File: config.mk
export PLATFORM = sky130hd
export DESIGN_NAME = mux_conf_sequencer
export DESIGN_NICKNAME = d
export VERILOG_FILES = /design/src/rtl/mux_conf_sequencer.sv
export SDC_FILE = /design/constraint.sdc
export NUM_CORES = 1
export LEC_CHECK = 0
export ABC_AREA = 1
export BUFFER_PORTS_ARGS = -buffer_cell sky130_fd_sc_hd__buf_2
export CAP_MARGIN = 30
export CELL_PAD_IN_SITES_DETAIL_PLACEMENT = 0
export CELL_PAD_IN_SITES_GLOBAL_PLACEMENT = 1
export CORE_AREA = 2 2 67 69
export DETAILED_ROUTE_END_ITERATION = 8
export DIE_AREA = 0 0 69 71
export GPL_TIMING_DRIVEN = 0
export PLACE_DENSITY = 0.8
export SLEW_MARGIN = 20
export SYNTH_ARGS = -nofsm -noshare
export SYNTH_HDL_FRONTEND = slang
export SYNTH_SLANG_ARGS = --single-unit
export TNS_END_PERCENT = 20
File: constraint.sdc
create_clock -name wb_clk_i -period 4.1 [get_ports wb_clk_i]
set_clock_uncertainty 0.15 [all_clocks]
set_input_delay 0.205 -clock wb_clk_i [delete_from_list [all_inputs] [get_ports wb_clk_i]]
set_output_delay 0.205 -clock wb_clk_i [all_outputs]
set_load 0.05 [all_outputs]
File: src/rtl/mux_conf_sequencer.sv
// Reconfiguration sequencer for top_design_mux: resets all designs, presents a new
// select, pulses the mux configuration clock with setup/hold, then releases one design.
module mux_conf_sequencer #(
    parameter int unsigned SELW        = 4,
    parameter int unsigned NDES        = 8,
    parameter int unsigned RST_CYCLES  = 16,
    parameter int unsigned CONF_CYCLES = 4
) (
    input  logic            wb_clk_i,
    input  logic            wb_rst_i,
    input  logic            i_req_valid,
    input  logic [SELW-1:0] i_req_sel,
    output logic            o_req_ready,
    output logic [SELW-1:0] o_mux_sel,
    output logic            o_mux_conf_clk,
    output logic [NDES-1:0] o_design_reset,
    output logic            o_busy,
    output logic            o_done
);

    typedef enum logic [2:0] {
        ST_IDLE    = 3'd0,
        ST_ASSERT  = 3'd1,
        ST_SETUP   = 3'd2,
        ST_CLKHI   = 3'd3,
        ST_HOLD    = 3'd4,
        ST_RELEASE = 3'd5
    } state_t;

    localparam logic [7:0] RST_LOAD  = 8'(RST_CYCLES - 1);
    localparam logic [7:0] CONF_LOAD = 8'(CONF_CYCLES - 1);

    state_t            state_r, state_s;
    logic [7:0]        cnt_r, cnt_s;
    logic [SELW-1:0]   sel_q_r, sel_q_s;
    logic [SELW-1:0]   mux_sel_r, mux_sel_s;
    logic              conf_clk_r, conf_clk_s;
    logic [NDES-1:0]   design_reset_r, design_reset_s;
    logic              ready_r, ready_s;
    logic              busy_r, busy_s;
    logic              done_r, done_s;

    // Selects out of range leave every design held in reset.
    function automatic logic [NDES-1:0] release_mask(input logic [SELW-1:0] sel);
        logic [NDES-1:0] mask;
        mask = {NDES{1'b1}};
        for (int i = 0; i < int'(NDES); i++) begin
            if (sel == SELW'(i)) begin
                mask[i] = 1'b0;
            end else begin
                mask[i] = mask[i];
            end
        end
        return mask;
    endfunction

    // State register and registered outputs, all cleared asynchronously.
    always_ff @(posedge wb_clk_i or posedge wb_rst_i) begin
        if (wb_rst_i) begin
            state_r        <= ST_IDLE;
            cnt_r          <= 8'd0;
            sel_q_r        <= {SELW{1'b0}};
            mux_sel_r      <= {SELW{1'b0}};
            conf_clk_r     <= 1'b0;
            design_reset_r <= {NDES{1'b1}};
            ready_r        <= 1'b1;
            busy_r         <= 1'b0;
            done_r         <= 1'b0;
        end else begin
            state_r        <= state_s;
            cnt_r          <= cnt_s;
            sel_q_r        <= sel_q_s;
            mux_sel_r      <= mux_sel_s;
            conf_clk_r     <= conf_clk_s;
            design_reset_r <= design_reset_s;
            ready_r        <= ready_s;
            busy_r         <= busy_s;
            done_r         <= done_s;
        end
    end

    // Next-state and next-output logic; every output value is computed one edge ahead.
    always_comb begin
        state_s        = state_r;
        cnt_s          = cnt_r;
        sel_q_s        = sel_q_r;
        mux_sel_s      = mux_sel_r;
        conf_clk_s     = conf_clk_r;
        design_reset_s = design_reset_r;
        ready_s        = ready_r;
        done_s         = 1'b0;

        case (state_r)
            ST_IDLE: begin
                if (i_req_valid && ready_r) begin
                    sel_q_s        = i_req_sel;
                    cnt_s          = RST_LOAD;
                    design_reset_s = {NDES{1'b1}};
                    ready_s        = 1'b0;
                    state_s        = ST_ASSERT;
                end else begin
                    state_s = ST_IDLE;
                end
            end
            ST_ASSERT: begin
                if (cnt_r == 8'd0) begin
                    cnt_s     = CONF_LOAD;
                    mux_sel_s = sel_q_r;
                    state_s   = ST_SETUP;
                end else begin
                    cnt_s = cnt_r - 8'd1;
                end
            end
            ST_SETUP: begin
                if (cnt_r == 8'd0) begin
                    cnt_s      = CONF_LOAD;
                    conf_clk_s = 1'b1;
                    state_s    = ST_CLKHI;
                end else begin
                    cnt_s = cnt_r - 8'd1;
                end
            end
            ST_CLKHI: begin
                if (cnt_r == 8'd0) begin
                    cnt_s      = CONF_LOAD;
                    conf_clk_s = 1'b0;
                    state_s    = ST_HOLD;
                end else begin
                    cnt_s = cnt_r - 8'd1;
                end
            end
            ST_HOLD: begin
                if (cnt_r == 8'd0) begin
                    design_reset_s = release_mask(sel_q_r);
                    done_s         = 1'b1;
                    state_s        = ST_RELEASE;
                end else begin
                    cnt_s = cnt_r - 8'd1;
                end
            end
            ST_RELEASE: begin
                ready_s = 1'b1;
                state_s = ST_IDLE;
            end
            default: begin
                // Unreachable encodings fall back to a safe idle with designs in reset.
                state_s        = ST_IDLE;
                conf_clk_s     = 1'b0;
                design_reset_s = {NDES{1'b1}};
                ready_s        = 1'b1;
            end
        endcase

        busy_s = ~ready_s;
    end

    assign o_req_ready    = ready_r;
    assign o_busy         = busy_r;
    assign o_done         = done_r;
    assign o_mux_sel      = mux_sel_r;
    assign o_mux_conf_clk = conf_clk_r;
    assign o_design_reset = design_reset_r;

endmodule

==> run summary <==
First-pass GRT wire length = 5.75 mm
IO buf count = 22
Logic pwr share = 49.0%
First DRT Iteration DRCs = 53
CP max stage delay = 0.37 ns
Status = completed
Required time of the critical path = 4.18 ns
Yosys top cell by area = dfrtp_1
Root buf cell = clkbuf_8
Critical Path Fanout Max = 9
Worst skew pair latency = 0.29 ns
Resized Gates After CTS = 0
Row count = 24
Critical Path End Type = register
Period utilization = 41.9%
Register Area = 787 um^2
Routed len/inst = 11.0 um
R2R Path End = o_design_reset[5]
TritonCTS Buffers = 5
Async S/R FF share, synth = 100%
Syn Std Cell Area = 1630 um^2
Gr ovfl total = 0
Fmax = 583 MHz
RSZ-0062 raised after global routing = no
Vias per cell = 4.52
Remaining DRCs = 0
HPWL Detailed = 2.28 mm
Vias in the first global route = 1265
Slew headroom = 57.4%
Fin. Hold Viols = 0
Ys flop type = dfrtp_1
Power Density = 770 nW/um^2
Setup_tns = 0 ns
Setup Viol. Count Final = 0
Critical path origin = cnt_r[0]
Distinct cells, synth = 26
Final Max Tran Viols = 0
Reg2reg setup slack = 2.38 ns
WP data arrival = 1.79 ns
Final Power = 1.49 mW
Cells on Worst Hold Path = 2
Register-to-Register Path Depth = 10
Type of origin of the critical path = register
Launch point of the worst reg-to-reg path = cnt_r[0]
Largest net degree at the start of global routing = 32
Net Sw Frac = 48.1%
Setup CP Type = reg -> reg
Worst hold path endpoint = sel_q_r[0]
Via Count = 1294
Peak supply drop = 0.000270 V
Die width = 69 um
Leakage = 0.970 nW
Crit path time final = 1.72 ns
Tot GR Track Use = 15.0%
Post-synthesis sequential area ratio = 48.2%
Syn_nets = 209
Yosys Warn Count = 0
Post-synth EDFFs = 0
Worst-path clk slew = 0.06 ns
Net Switching = 716 uW
Overall routed net length = 3.14 mm
Most frequent cells after synthesis = nand2_1 (64), o21ai_0 (24), dfrtp_1 (22)
Multi-input gate area = 736 um^2
H-tree levels = 2
Placer congestion estimate = 0.799
Slowest-stage cell, CP = dfrtp_1
First-pass iteration count of the detailed router = 4
TritonCTS clock tree = done
Synthesis-to-finish area growth = 18.4%
Most common cell in the netlist = nand2_1
Yosys reg bits = 31
Core box area = 4200 um^2
Clk pwr share = 15.6%
Die area = 4900 um^2
Initial Util = 38.9%
Reg power frac = 35.5%
Slew @ Worst Pin = 0.639 ns
Fillers = 457
Die height = 71 um
Hold path startpoint = i_req_sel[0]
Post-Synthesis Cells = 200
Synthesized area per cell = 8.17 um^2
Antenna Nets Post-Route = 0
I/O Pins = 23
# nets final = 242
Layout cells sized above 1 = 25.6%
Ant diodes = 0
Most area-consuming cells after synthesis = dfrtp_1 (34%), nand2_1 (15%), dfstp_2 (14%)
Crit-path cells = inv_1 -> ha_1 -> nand2_1 -> nor2_2 -> nand2_4 -> nand2_4 -> inv_2 -> nor2_4 -> o21ai_0 -> nand2_1
Worst min path class = in -> reg
Total of max-cap violations = 0
Clock sinks = 31
Yosys top cell area share = 33.7%
Clock tree buffer depth = 2
Initial antenna violation count = 0
Int Pwr = 773 uW
==> power groups by stage <==
stage | registers (mW) | clock network, mW | logic [mW]
after global routing | 0.550 | 0.254 | 0.836
final | 0.528 | 0.232 | 0.729
after global placement | 0.532 | 0 | 0.729
after detailed placement | 0.533 | 0 | 0.737
after CTS | 0.529 | 0.243 | 0.741
after floorplan | 0.707 | 0 | 0.415
==> cell type report <==
class	instances	area share (%)
repair buffers	26	7.76
clock buffers	6	3.75
clock inverters	2	0.647
flip-flops and latches	31	40.7
multi-input cells	143	38.0
plain buffers	1	0.776
well taps	52	3.36
inverters	25	4.98
==> repair_timing <==
item	CTS	global route
buffers inserted	0	0
setup endpoints to repair	0	0
hold endpoints to repair	25	0
hold buffers	4	0
==> layout by cell type (no fill, tap or decap), drive strengths merged <==
cell type,count
a21oi,2
a22oi,1
buf,23
clkbuf,6
clkinv,1
clkinvlp,1
dfrtp,22
dfstp,9
dlygate4sd3,4
ha,2
inv,25
mux2,1
nand2,68
nand3,10
nand4,2
nor2,24
nor3,3
o211ai,1
o21ai,24
o31ai,2
or2,1
xor2,2
==> kinds of logic after synthesis <==
family	synth area share, %
buffers and inverters	6.81
DFF	48.2
xor gates and xnor gates	1.07
adders and majority gates	1.53
AOI/OAI and AO/OA	10.6
and+or+nand+nor	31.1
muxes	0.689
==> metal layers <==
layer	share of wire, %	vias to the layer above	global-route usage [%]	wire length (um)
li1	-	697	-	-
met1	52	572	20.1	1630
met4	2.2	0	7.19	69
met2	42	20	21.9	1330
met3	3.8	5	4.84	118
met5	0	-	0	0
==> stage by stage <==
step,area (um^2),hold WS [ns],utilization [%],setup WS [ns],instances
detailed placement,1810,0.197,43.0,2.37,274
finish,1930,0.0107,46.0,2.38,286
CTS,1930,0.00835,46.0,2.35,286
global route,1930,0.0103,46.0,2.18,286
global placement,1810,0.270,43.0,2.37,274
floorplan,1630,0.152,-,2.37,200
==> flip-flops by register name (all words and copies together), names as in the netlist <==
| signal | count |
|---|---|
| o_mux_conf_clk | 1 |
| state_r | 3 |
| o_req_ready | 1 |
| o_design_reset | 8 |
| o_mux_sel | 4 |
| o_done | 1 |
| sel_q_r | 4 |
| o_busy | 1 |
| cnt_r | 8 |
==> worst max-delay path by stage <==
stage                   endpoint  slack [ns]  cells past startpoint
2_1_floorplan           cnt_r[4]        2.37                      7
3_3_place_gp   o_design_reset[5]        2.37                     10
3_5_place_dp   o_design_reset[5]        2.37                     10
4_1_cts        o_design_reset[5]        2.35                     10
5_1_grt        o_design_reset[5]        2.18                     10
6_report       o_design_reset[5]        2.38                     10
==> critical path: cells and delay by family (launching register included) <==
| family | cells | cell delay, ns |
|---|---|---|
| AND/OR/NAND/NOR | 6 | 0.67 |
| flip-flops | 1 | 0.37 |
| adder cells (fa/ha/maj) | 1 | 0.15 |
| buffers and inverters | 2 | 0.20 |
| AO/OA/AOI/OAI | 1 | 0.12 |
Note: power is estimated with default switching activity, not from simulation.
